### config.mk
export PLATFORM = sky130hd
export DESIGN_NAME = bram_stream_reader
export DESIGN_NICKNAME = d
export VERILOG_FILES = /design/src/rtl/bram_stream_pkg.sv /design/src/rtl/fifo_2deep.sv /design/src/rtl/bram_stream_reader.sv
export SDC_FILE = /design/constraint.sdc
export NUM_CORES = 1
export LEC_CHECK = 0
export ABC_CLOCK_PERIOD_IN_PS = 2040
export CAP_MARGIN = 20
export CORE_ASPECT_RATIO = 0.75
export CORE_MARGIN = 2
export CORE_UTILIZATION = 48
export CTS_CLUSTER_DIAMETER = 200
export DETAILED_ROUTE_END_ITERATION = 8
export PLACE_DENSITY = 0.77
export SYNTH_ARGS = -nofsm -noshare
export SYNTH_HDL_FRONTEND = slang
export SYNTH_SLANG_ARGS = --single-unit
### constraint.sdc
create_clock -name clk -period 2.04 [get_ports clk]
set_input_delay 0.51 -clock clk [delete_from_list [all_inputs] [get_ports clk]]
set_output_delay 0.51 -clock clk [all_outputs]
set_load 0.01 [all_outputs]
### src/rtl/bram_stream_pkg.sv
// Shared types and sizing for the BRAM stream reader.
// Imported by the reader top and its output buffer.
package bram_stream_pkg;

   typedef enum logic [1:0] {
      IDLE,
      READ,
      DRAIN,
      DONE
   } rd_state_t;

   localparam int BUF_DEPTH = 2;
   localparam int CNTW      = $clog2(BUF_DEPTH + 1);

endpackage

### src/rtl/fifo_2deep.sv
// Two-entry FIFO holding BRAM words plus their last tag.
// Simultaneous push and pop are allowed, even when full.
module fifo_2deep
   import bram_stream_pkg::*;
#(
   parameter int W = 9
) (
   input  logic            clk,
   input  logic            rst,
   input  logic            push,
   input  logic            pop,
   input  logic [W-1:0]    din,
   output logic [W-1:0]    dout,
   output logic            empty,
   output logic            full,
   output logic [CNTW-1:0] count
);

   logic [W-1:0] mem [BUF_DEPTH];
   logic         wr_ptr;
   logic         rd_ptr;
   logic         do_push;
   logic         do_pop;

   assign empty   = (count == '0);
   assign full    = (count == CNTW'(BUF_DEPTH));
   assign do_pop  = pop & ~empty;
   assign do_push = push & (~full | do_pop);
   assign dout    = mem[rd_ptr];

   // Storage, pointers and occupancy; reset clears the head so dout reads 0.
   always_ff @(posedge clk) begin
      if (rst) begin
         for (int i = 0; i < BUF_DEPTH; i++) begin
            mem[i] <= '0;
         end
         wr_ptr <= 1'b0;
         rd_ptr <= 1'b0;
         count  <= '0;
      end else begin
         if (do_push) begin
            mem[wr_ptr] <= din;
            wr_ptr      <= ~wr_ptr;
         end
         if (do_pop) begin
            rd_ptr <= ~rd_ptr;
         end
         count <= count + CNTW'(do_push) - CNTW'(do_pop);
      end
   end

endmodule

### src/rtl/bram_stream_reader.sv
// Reads a block of BRAM words and emits them as a valid/ready stream.
// Read latency and backpressure are absorbed by a 2-entry buffer.
module bram_stream_reader
   import bram_stream_pkg::*;
#(
   parameter  int WIDTH = 8,
   parameter  int DEPTH = 256,
   localparam int ADDRW = $clog2(DEPTH)
) (
   input  logic             clk,
   input  logic             rst,
   input  logic             start,
   input  logic [ADDRW-1:0] base,
   input  logic [ADDRW:0]   len,
   output logic             busy,
   output logic             done,
   output logic [ADDRW-1:0] bram_addr,
   input  logic [WIDTH-1:0] bram_data,
   output logic [WIDTH-1:0] out_data,
   output logic             out_valid,
   input  logic             out_ready,
   output logic             out_last
);

   rd_state_t        state;
   rd_state_t        state_nx;
   logic [ADDRW-1:0] addr_q;
   logic [ADDRW-1:0] addr_inc;
   logic [ADDRW:0]   remaining;
   logic [ADDRW:0]   beats;
   logic             pending;
   logic             last_pend;
   logic             issue;
   logic             pop;
   logic [CNTW:0]    credit;
   logic [CNTW-1:0]  count;
   logic             empty;
   logic             full;
   logic [WIDTH:0]   head;

   assign pop       = out_valid & out_ready;
   assign credit    = {1'b0, count} + (CNTW + 1)'(pending);
   assign issue     = (state == READ) && (remaining != '0)
                      && ((credit < (CNTW + 1)'(BUF_DEPTH)) || pop);
   assign addr_inc  = (addr_q == ADDRW'(DEPTH - 1)) ? '0 : addr_q + 1'b1;
   assign bram_addr = addr_q;
   assign out_valid = ~empty;
   assign out_data  = head[WIDTH-1:0];
   assign out_last  = head[WIDTH] & out_valid;

   fifo_2deep #(
      .W(WIDTH + 1)
   ) u_fifo (
      .clk  (clk),
      .rst  (rst),
      .push (pending),
      .pop  (pop),
      .din  ({last_pend, bram_data}),
      .dout (head),
      .empty(empty),
      .full (full),
      .count(count)
   );

   // FSM state register.
   always_ff @(posedge clk) begin
      if (rst) begin
         state <= IDLE;
      end else begin
         state <= state_nx;
      end
   end

   // Next-state: read until all issued, drain until last pop, pulse done.
   always_comb begin
      state_nx = state;
      unique case (state)
         IDLE: begin
            if (start) begin
               state_nx = (len != '0) ? READ : DONE;
            end
         end
         READ: begin
            if (issue && (remaining == (ADDRW + 1)'(1))) begin
               state_nx = DRAIN;
            end
         end
         DRAIN: begin
            if (pop && (beats == (ADDRW + 1)'(1))) begin
               state_nx = DONE;
            end
         end
         DONE: begin
            state_nx = IDLE;
         end
         default: begin
            state_nx = IDLE;
         end
      endcase
   end

   // Status outputs decoded from state.
   always_comb begin
      busy = 1'b0;
      done = 1'b0;
      unique case (1'b1)
         (state == READ),
         (state == DRAIN): busy = 1'b1;
         (state == DONE):  done = 1'b1;
         default: ;
      endcase
   end

   // Address, counters and the in-flight read marker with its last tag.
   always_ff @(posedge clk) begin
      if (rst) begin
         addr_q    <= '0;
         remaining <= '0;
         beats     <= '0;
         pending   <= 1'b0;
         last_pend <= 1'b0;
      end else begin
         if ((state == IDLE) && start) begin
            addr_q    <= base;
            remaining <= len;
            beats     <= len;
         end
         if (issue) begin
            addr_q    <= addr_inc;
            remaining <= remaining - 1'b1;
            pending   <= 1'b1;
            last_pend <= (remaining == (ADDRW + 1)'(1));
         end else begin
            pending   <= 1'b0;
         end
         if (pop && (beats != '0)) begin
            beats <= beats - 1'b1;
         end
      end
   end

endmodule

# After elaboration in Yosys (flattened, before gate mapping)
# Memories as Yosys holds them, arrays and structs flattened. A register that Yosys moved wholly into a read port is not among the register bits.
# Index checks and enable logic that the tools add are counted.
# totals
ramBits,18
in_bits,29
wordCells,77
mem_count,1
register_bits,34
out_inout_bits,20
# mem_list
memory,words,width,rd,rd_ports_with_merged_regs,wr,line,source
u_fifo.mem,2,9,1,1,2,fifo_2deep.sv:19,logic [W-1:0] mem [BUF_DEPTH];
# classes
n_lt_le_gt_ge,1
mux,24
reduce_logical,17
n_addsub,6
n_bitwise,9
n_eq_ne,10
# ops
op,count
$mux 9,4
$reduce_bool 9->1,3
$mux 8,3
$eq 9x1->1 const B,2
$sub 9x1->9 const B,2
$mux 1,12
$reduce_or 9->1,1
$add 8x1->8 const B,1
$eq 8x8->1 const B,1
$mux 2,4
$pmux 2 s4,1
$eq 2x2->1 const B,3
$logic_and 1x1->1,6
$ne 2x2->1 const B,3
$and 1x1->1,4
$logic_not 2->1,2
$not 1->1,4
$reduce_bool 2->1,2
$add 2x1->3,1
$lt 3x2->1 const B,1
$reduce_and 3->1,1
$add 2x1->2,1
$eq 2x1->1 const B,1
$reduce_or 2->1,1
3 further kinds,3

# Logic depth before layout (Yosys ltp)
# Gate-level depths: netlist of run 1.
# depth
ltp_word,11
ltp_mapped,9
depth_no_buf,8

# Hierarchy
# Synthesis of run 1 repeated with hierarchy kept, for this count alone.
# unflattened
cells_unflattened,321
hier_area_um2,2960.3
# by_module_without_submodules
module,n_inst,cells_each,area_each_um2
bram_stream_reader,1,243,1885.6
fifo_2deep,1,78,1074.8

# Worst setup path after synthesis of run 1
# OpenSTA, ideal clock, no wires.
# synth_timing
path_type,register -> register
from,register u_fifo.count[0]
to,register u_fifo.count[1]
synth_period_minus_slack_ns,1.924
stages_incl_launch_ff,9
path_slack_ns,0.116
t_arrival_ns,1.796
path_buffers,0
path_cell_list,dfxtp_1 -> o21ai_0 -> clkinv_1 -> ha_1 -> inv_1 -> ha_1 -> xnor2_1 -> xnor2_1 -> nor2_1
# synth_via
elab_chain_cells,8
# synth_rtl
element,line,source
start: declaration,fifo_2deep.sv:16,output logic [CNTW-1:0] count
start signal: assignment,fifo_2deep.sv:48,count <= count + CNTW'(do_push) - CNTW'(do_pop);
$logic_not 2->1,fifo_2deep.sv:25,assign empty = (count == '0);
$not 1->1,"fifo_2deep.sv:27, bram_stream_reader.sv:47",
$and 1x1->1,bram_stream_reader.sv:41,assign pop = out_valid & out_ready;
$and 1x1->1,fifo_2deep.sv:27,assign do_pop = pop & ~empty;
$or 1x1->1,fifo_2deep.sv:28,assign do_push = push & (~full | do_pop);
$and 1x1->1,fifo_2deep.sv:28,
$add 2x1->2,fifo_2deep.sv:48,
$sub 2x1->2 (*),fifo_2deep.sv:48,
# Mark *: on every way between the ends. The rest lies on a longest branch, timed or not.
# A chain may end at the register's enable or synchronous reset.

# Worst setup path after layout of run 1
# layout_timing
from,register remaining[1]
to,"register addr_q[6], in the netlist bram_addr[6]"
# layout_via
elab_chain_cells,4
# layout_rtl
element,line,source
start: declaration,bram_stream_reader.sv:29,logic [ADDRW:0] remaining;
start signal: assignment,bram_stream_reader.sv:125,remaining <= len;
start signal: assignment,bram_stream_reader.sv:130,remaining <= remaining - 1'b1;
$reduce_bool 9->1 (*),bram_stream_reader.sv:43,assign issue = (state == READ) && (remaining != '0)
$logic_and 1x1->1 (*),bram_stream_reader.sv:43,
$logic_and 1x1->1 (*),bram_stream_reader.sv:44,&& ((credit < (CNTW + 1)'(BUF_DEPTH)) || pop);
$mux 8 / $reduce_bool 2->1 (equally long branches),--,
end signal: assignment,bram_stream_reader.sv:124,addr_q <= base;
end signal: assignment,bram_stream_reader.sv:129,addr_q <= addr_inc;
end: declaration,bram_stream_reader.sv:27,logic [ADDRW-1:0] addr_q;
# Marks and branches as above.

==> run summary, run 1 <==
Status -> complete, no violations
Final period util -> 97.56%
DRC marker count from the first detailed-route iteration -> 131
TritonCTS buffer count -> 5
Rows -> 24
Final worst setup slack -> 49.72 ps
Synth-to-Final Area Change -> 33.35%
Ys flop type -> dfxtp_1
Wirelength, routed -> 7432 µm
Reg2Reg Depth -> 9
Post-CTS Hold Fix Bufs -> 0
Largest net degree at the start of global routing -> 35
Gpl congestion -> 0.9316
I/O pin count -> 49
Final Max Tran Viols -> 0
Layout cells sized above 1 -> 19.65%
# clock sinks -> 53
Yosys reg bits -> 53
Nets@finish -> 443
Final Total Pwr -> 0.005423 W
Seq/Total Area, Yosys -> 42.36%
Vias -> 2734
Vias in the first global route -> 2616
Die Area -> 6752 µm²
CP endpoint kind -> flip-flop
Pre-antenna DRT Iters -> 4
Worst hold path cell count -> 2
Ys Warns -> 0
Crit path time final -> 1990 ps
Critical Setup Path Class -> reg2reg
Fin. Hold Viols -> 0
Post-synth EDFFs -> 18
Fmax -> 0.5024 GHz
CTS tree -> built
Crit path DAT -> 2240 ps
LEAKAGE -> 1.527 nW
Htree depth -> 2
Cell variety after synth -> 54
Die width -> 94.22 µm
Syn nets -> 361
Setup crit start kind -> flip-flop
Initial antenna violation count -> 0
Setup violators final -> 0
Total grt overflow -> 0
Cell Chain, Critical Path -> inv_2 > ha_4 > or4b_4 > buf_6 > o221a_4 > nor2_4 > buf_12 > a21oi_2 > a21oi_1
Post-route DRC -> 0
Final setup TNS -> 0 ps
Port buffer count -> 48
First-pass GRT wire length -> 12480 µm
Post-DP HPWL -> 5347 µm
N_diodes -> 0
MaxCap Viol Count -> 0
Worst-path fanout max -> 8
Post-synth ARST share -> 0%
Initial Util -> 50.04%
Die H -> 71.67 µm
Post-Syn Area -> 2930 µm²
Routed wire length per instance -> 15.48 µm
Largest stage delay on the critical path -> 480 ps
RSZ-0062 raised after global routing -> yes
Clk root buf -> clkbuf_8
Pwr dens -> 1388 nW/µm²
Core area -> 5856 µm²
Syn avg cell area -> 9.186 µm²
Critical-path top delay cell -> or4b_4
Vias/cell -> 5.696
Maximum buffer depth of the clock tree -> 2
WP data required -> 2290 ps
Dpl cells -> 469
Final cell count without fillers -> 480
Type of the most critical hold path -> reg2reg
CTS clock-pin slew for the worst setup and hold paths -> 100 ps
All-Layer GR Usage -> 23.45%
Clock Latency Late Sink -> 310 ps
DRT antenna net count -> 0
Pre-CTS setup slack -> -189.9 ps
Maximum vdd ir drop -> 0.8150 mV
Slew margin rel. -> 43.48%
Worst Clk Skew -> 4.748 ps
Synth Instances -> 319
Least-Margin Pin Slew -> 846.0 ps
## critical path: cells and delay by family (launching register included)
kind            cells  cell delay, ps
compound gates      3             480
buf+inv             3             350
flops               1             340
fa+ha+maj           1             130
simple gates        2             620
## per-stage QoR
stage	area (µm²)	utilization (%)	hold WS, ps
after detailed placement	3740	63.87	466.9
after floorplan	2930	-	440.1
after global placement	3740	63.87	463.9
after CTS	3831	65.43	480.9
final	3908	66.73	477.7
after global routing	3908	66.73	526.3
## flip-flops by register name, indices dropped and copies added, names as in the netlist, named ones only
register / flops
u_fifo.rd_ptr: 1
u_fifo.wr_ptr: 1
pending: 1
state: 2
last_pend: 1
u_fifo.mem: 18
u_fifo.count: 2
remaining: 9
bram_addr: 8
beats: 9
## what timing repair did
item | CTS | global route
cloned | 0 | 0
pin swaps | 1 | 7
endpoints found under the setup margin | 14 | 13
buffers inserted | 0 | 3
resized for setup | 14 | 13
## per-layer routing
metal	vias to the layer above	share of wire (%)	global-route usage, %
met3	17	6.9	5.152
met1	1275	45	34.02
met5	-	0	0
met4	0	1.8	6.280
li1	1341	-	-
met2	101	46	35.63
## logic make-up after synthesis
group                      synth area share, %
AOI/OAI and AO/OA                        19.26
xor gates and xnor gates                 2.092
adders and majority gates                5.551
buffers and inverters                    4.270
DFF                                      42.36
muxes                                    3.416
and+or+nand+nor                          23.06
## cells in the final DEF (no fill, tap or decap), types with 4 or more instances in the layout
cell,Yosys,final
a211oi_1,7,7
a21oi_1,32,27
a21oi_2,0,5
a311oi_1,6,6
a31oi_1,6,6
and2_1,19,19
buf_12,0,4
buf_4,0,32
clkbuf_8,0,5
clkdlybuf4s50_1,0,38
dfxtp_1,35,31
dfxtp_2,0,4
dlygate4sd2_1,0,10
edfxtp_1,18,18
ha_1,13,12
inv_1,12,10
mux2_2,8,8
nand2_1,38,38
nand3_1,6,6
nor2_1,25,25
nor3_1,7,7
nor3b_1,5,5
o211ai_1,4,4
o21ai_0,8,8
or4_1,5,5
xnor2_1,6,6
## layout make-up
class / count / area [µm²]
clock buffers: 5 / 68.82
clock inverters: 3 / 25.02
fillers: 483 / 1948
inverters: 13 / 48.80
multi-input cells: 241 / 1599
flip-flops and latches: 53 / 1246
well taps: 78 / 97.59
repair buffers: 87 / 822.0
## Yosys cell counts (2+ instances only)
master,instances,area share (%)
nor3_1,7,1.2
a21oi_1,32,5.5
nand4_1,2,0.43
buf_6,4,1.5
clkbuf_1,7,0.90
inv_1,12,1.5
nand3_1,6,1.0
nor2b_1,3,0.64
nor2_1,25,3.2
nand2_1,38,4.9
nor3b_1,5,1.3
dfxtp_1,35,24
nand3b_1,3,0.77
or2_2,2,0.43
ha_1,13,5.6
nor4_1,3,0.64
and3_1,3,0.64
or4_1,5,1.3
o31ai_1,3,0.77
o21bai_1,2,0.51
a31oi_1,6,1.3
and2_1,19,4.1
a311oi_1,6,1.8
a32oi_1,2,0.60
a211oi_1,7,1.8
o211ai_1,4,1.0
or3_1,2,0.43
o21ai_0,8,1.4
edfxtp_1,18,18
mux2_2,8,3.1
xnor2_1,6,1.8
## final timing paths
check,startpoint,to,slack [ps]
max reg2reg,remaining[1],bram_addr[6],50
min,last_pend,last_pend,480
min reg2reg,last_pend,last_pend,480
max,remaining[1],bram_addr[6],50
## where the power goes
part / switching, W / leakage [nW] / internal [W]
Sequential: 0.000275 / 0.475 / 0.00140
Combinational: 0.00156 / 1.01 / 0.00155
Clock: 0.000387 / 0.0452 / 0.000251
Total: 0.00223 / 1.53 / 0.00320
Power figures use the tool's default switching activity.
==> run 2, diff against run 1 <==
--- a/config.mk
+++ b/config.mk
@@ -7,7 +7,6 @@
 export LEC_CHECK = 0
 export ABC_CLOCK_PERIOD_IN_PS = 2040
 export CAP_MARGIN = 20
-export CORE_ASPECT_RATIO = 0.75
 export CORE_MARGIN = 2
 export CORE_UTILIZATION = 48
 export CTS_CLUSTER_DIAMETER = 200
==> run 2 against run 1 <==
  * Clock power shrank 3%
  * Via count shrank 1.8%
  * Sequential share of layout area grew 0.49 points
  * Setup slack gained 71 ps
  * Sequential cell count is the same
  * Count of clock-buffer cells in the layout is the same
  * Maximum frequency grew 3.7%
  * Routed wire length shrank 6.8%
  * Final area shrank 1.5%
  * Non-clock buffer count shrank 5
  * Largest power group unchanged
==> run summary, run 2 (synthesis gave the netlist of run 1 again) <==
Largest registers -> u_fifo.mem: 18 flops, beats: 9 flops, remaining: 9 flops (unchanged)
Gpl congestion -> 0.8560 (was 0.9316)
Initial Util -> 49.49% (was 50.04%)
Post-DP HPWL -> 5120 µm (was 5347 µm)
DRT antenna net count -> 0 (unchanged)
LEAKAGE -> 1.493 nW (was 1.527 nW)
RSZ-0062 raised after global routing -> no (was yes)
Port buffer count -> 48 (unchanged)
Worst reg2reg endpoint -> remaining[2] (was bram_addr[6])
Vias -> 2684 (was 2734)
Type of the most critical hold path -> reg2reg (unchanged)
FF-to-FF setup slack -> 120 ps (was 50 ps)
Rows -> 28 (was 24)
Crit path DAT -> 1970 ps (was 2240 ps)
Area after DPL -> 3721 µm² (was 3740 µm²)
Largest net degree at the start of global routing -> 22 (was 35)
Clock Latency Late Sink -> 310 ps (about the same)
Final period util -> 94.06% (was 97.56%)
Pwr dens -> 1356 nW/µm² (was 1388 nW/µm²)
GR Util met1 -> 29.00% (was 34.02%)
Worst Clk Skew -> 5.803 ps (was 4.748 ps)
Met2 usage -> 36.67% (was 35.63%)
Design area -> 3849 µm² (was 3908 µm²)
Initial antenna violation count -> 0 (unchanged)
DRC marker count from the first detailed-route iteration -> 183 (was 131)
CTS clock-pin slew for the worst setup and hold paths -> 100 ps (about the same)
Clk root buf -> clkbuf_8 (unchanged)
Pre-antenna DRT Iters -> 4 (unchanged)
Synth-to-Final Area Change -> 31.34% (was 33.35%)
Reg2Reg Depth -> 6 (was 9)
Layout cells sized above 1 -> 18.64% (was 19.65%)
RR Startpoint -> remaining[5] (was remaining[1])
CTS tree -> built (unchanged)
N_diodes -> 0 (unchanged)
Largest stage delay on the critical path -> 460 ps (was 480 ps)
Slew margin rel. -> 40.77% (was 43.48%)
All-Layer GR Usage -> 21.78% (was 23.45%)
Status -> complete, no violations (unchanged)
Core area -> 5921 µm² (was 5856 µm²)
Max reg flops -> 18 (unchanged)
Vias in the first global route -> 2440 (was 2616)
Maximum buffer depth of the clock tree -> 2 (unchanged)
Post-CTS Hold Fix Bufs -> 0 (unchanged)
Worst-path fanout max -> 9 (was 8)
TritonCTS buffer count -> 5 (unchanged)
Met3 Usage GRT -> 3.043% (was 5.152%)
Grt peak-use layer -> met2 (unchanged)
Cell Chain, Critical Path -> clkdlybuf4s50_1 > o31ai_1 > buf_4 > nor3b_1 > or2_2 (was inv_2 > ha_4 > or4b_4 > buf_6 > o221a_4 > nor2_4 > buf_12 > a21oi_2 > a21oi_1)
Crit path to -> u_fifo.mem[1][1] (was bram_addr[6])
Final Total Pwr -> 0.005217 W (was 0.005423 W)
Vias/cell -> 5.686 (was 5.696)
Worst hold path cell count -> 2 (unchanged)
Setup crit start kind -> primary input (was flip-flop)
Routed wire length per instance -> 14.67 µm (was 15.48 µm)
Critical Setup Path Class -> in2reg (was reg2reg)
Final setup TNS -> 0 ps (unchanged)
Fin. Hold Viols -> 0 (unchanged)
I/O pin count -> 49 (unchanged)
Total grt overflow -> 0 (unchanged)
Fmax -> 0.5212 GHz (was 0.5024 GHz)
Crit path time final -> 1919 ps (was 1990 ps)
CP startpoint -> out_ready (was remaining[1])
CP endpoint kind -> flip-flop (unchanged)
Least-Margin Pin Slew -> 886.6 ps (was 846.0 ps)
Largest register by flop count -> u_fifo.mem (unchanged)
Die Area -> 6746 µm² (was 6752 µm²)
MaxCap Viol Count -> 0 (unchanged)
Most frequent cells in the layout -> nand2_1 (38), clkdlybuf4s50_1 (38), dfxtp_1 (31) (was nand2_1 (38), clkdlybuf4s50_1 (38), buf_4 (32))
Die width -> 82.14 µm (was 94.22 µm)
First-pass GRT wire length -> 11390 µm (was 12480 µm)
Final core utilization -> 65.00% (was 66.73%)
Die H -> 82.14 µm (was 71.67 µm)
Final Max Tran Viols -> 0 (unchanged)
Post-route DRC -> 0 (unchanged)
# clock sinks -> 53 (unchanged)
Nets@finish -> 438 (was 443)
Htree depth -> 2 (unchanged)
Setup violators final -> 0 (unchanged)
Wirelength, routed -> 6925 µm (was 7432 µm)
WP data required -> 2090 ps (was 2290 ps)
Maximum vdd ir drop -> 0.7335 mV (was 0.8150 mV)
Critical-path top delay cell -> clkdlybuf4s50_1 (was or4b_4)
run 2: cell count changes in the layout (fill, tap and decap cells not counted), sizes merged:
| cell | delta |
|---|---|
| buf | -5 |
| clkinvlp | +1 |
| inv | -1 |
run 2: worst min-delay path by stage:
stage	start	slack (ps)	to
after detailed placement	last_pend	460	last_pend
after global routing	last_pend	510	last_pend
final	last_pend	470	last_pend
after global placement	last_pend	450	last_pend
after CTS	last_pend	470	last_pend
after floorplan	last_pend	440	last_pend
run 2: through the flow:
step | std cells | hold WS (ps) | setup slack, ps
4_1_cts | 472 | 470.7 | 6.068
5_1_grt | 472 | 508.0 | 10.23
2_1_floorplan | 319 | 440.1 | 116.4
3_5_place_dp | 464 | 456.0 | -228.1
6_report | 472 | 466.1 | 121.2
3_3_place_gp | 464 | 451.8 | -160.2
run 2: worst max-delay path: cells and delay by family:
family	cells	cell delay (ps)
buffers and inverters	2	660
and+or+nand+nor	2	440
AOI/OAI and AO/OA	1	350
run 2: report_power, final:
group	internal, W	leakage, nW	switching [W]
Clock	0.000250	0.0423	0.000372
Sequential	0.00140	0.475	0.000277
Combinational	0.00143	0.975	0.00149
Total	0.00308	1.49	0.00214
run 2: per-layer routing:
metal  vias to the layer above  routed length (µm)  part of all wire (%)
li1                       1330                   -                     -
met1                      1272                3098                    45
met2                        75                3443                    50
met3                         7                 305                   4.4
met4                         0                  78                   1.1
met5                         -                   0                     0
run 2: final cells by class:
cell class / count / area (µm²)
Clock buffer: 5 / 68.82
Clock inverter: 3 / 26.28
Fill cell: 482 / 2072
Inverter: 13 / 48.80
Multi-Input combinational cell: 241 / 1600
Sequential cell: 53 / 1246
Tap cell: 75 / 93.84
Timing Repair Buffer: 82 / 764.5
run 2: repair_timing:
item                       CTS  global route
pin swaps                    0             5
gates resized for setup     13            12
setup endpoints to repair   10            23
setup buffers                0             1
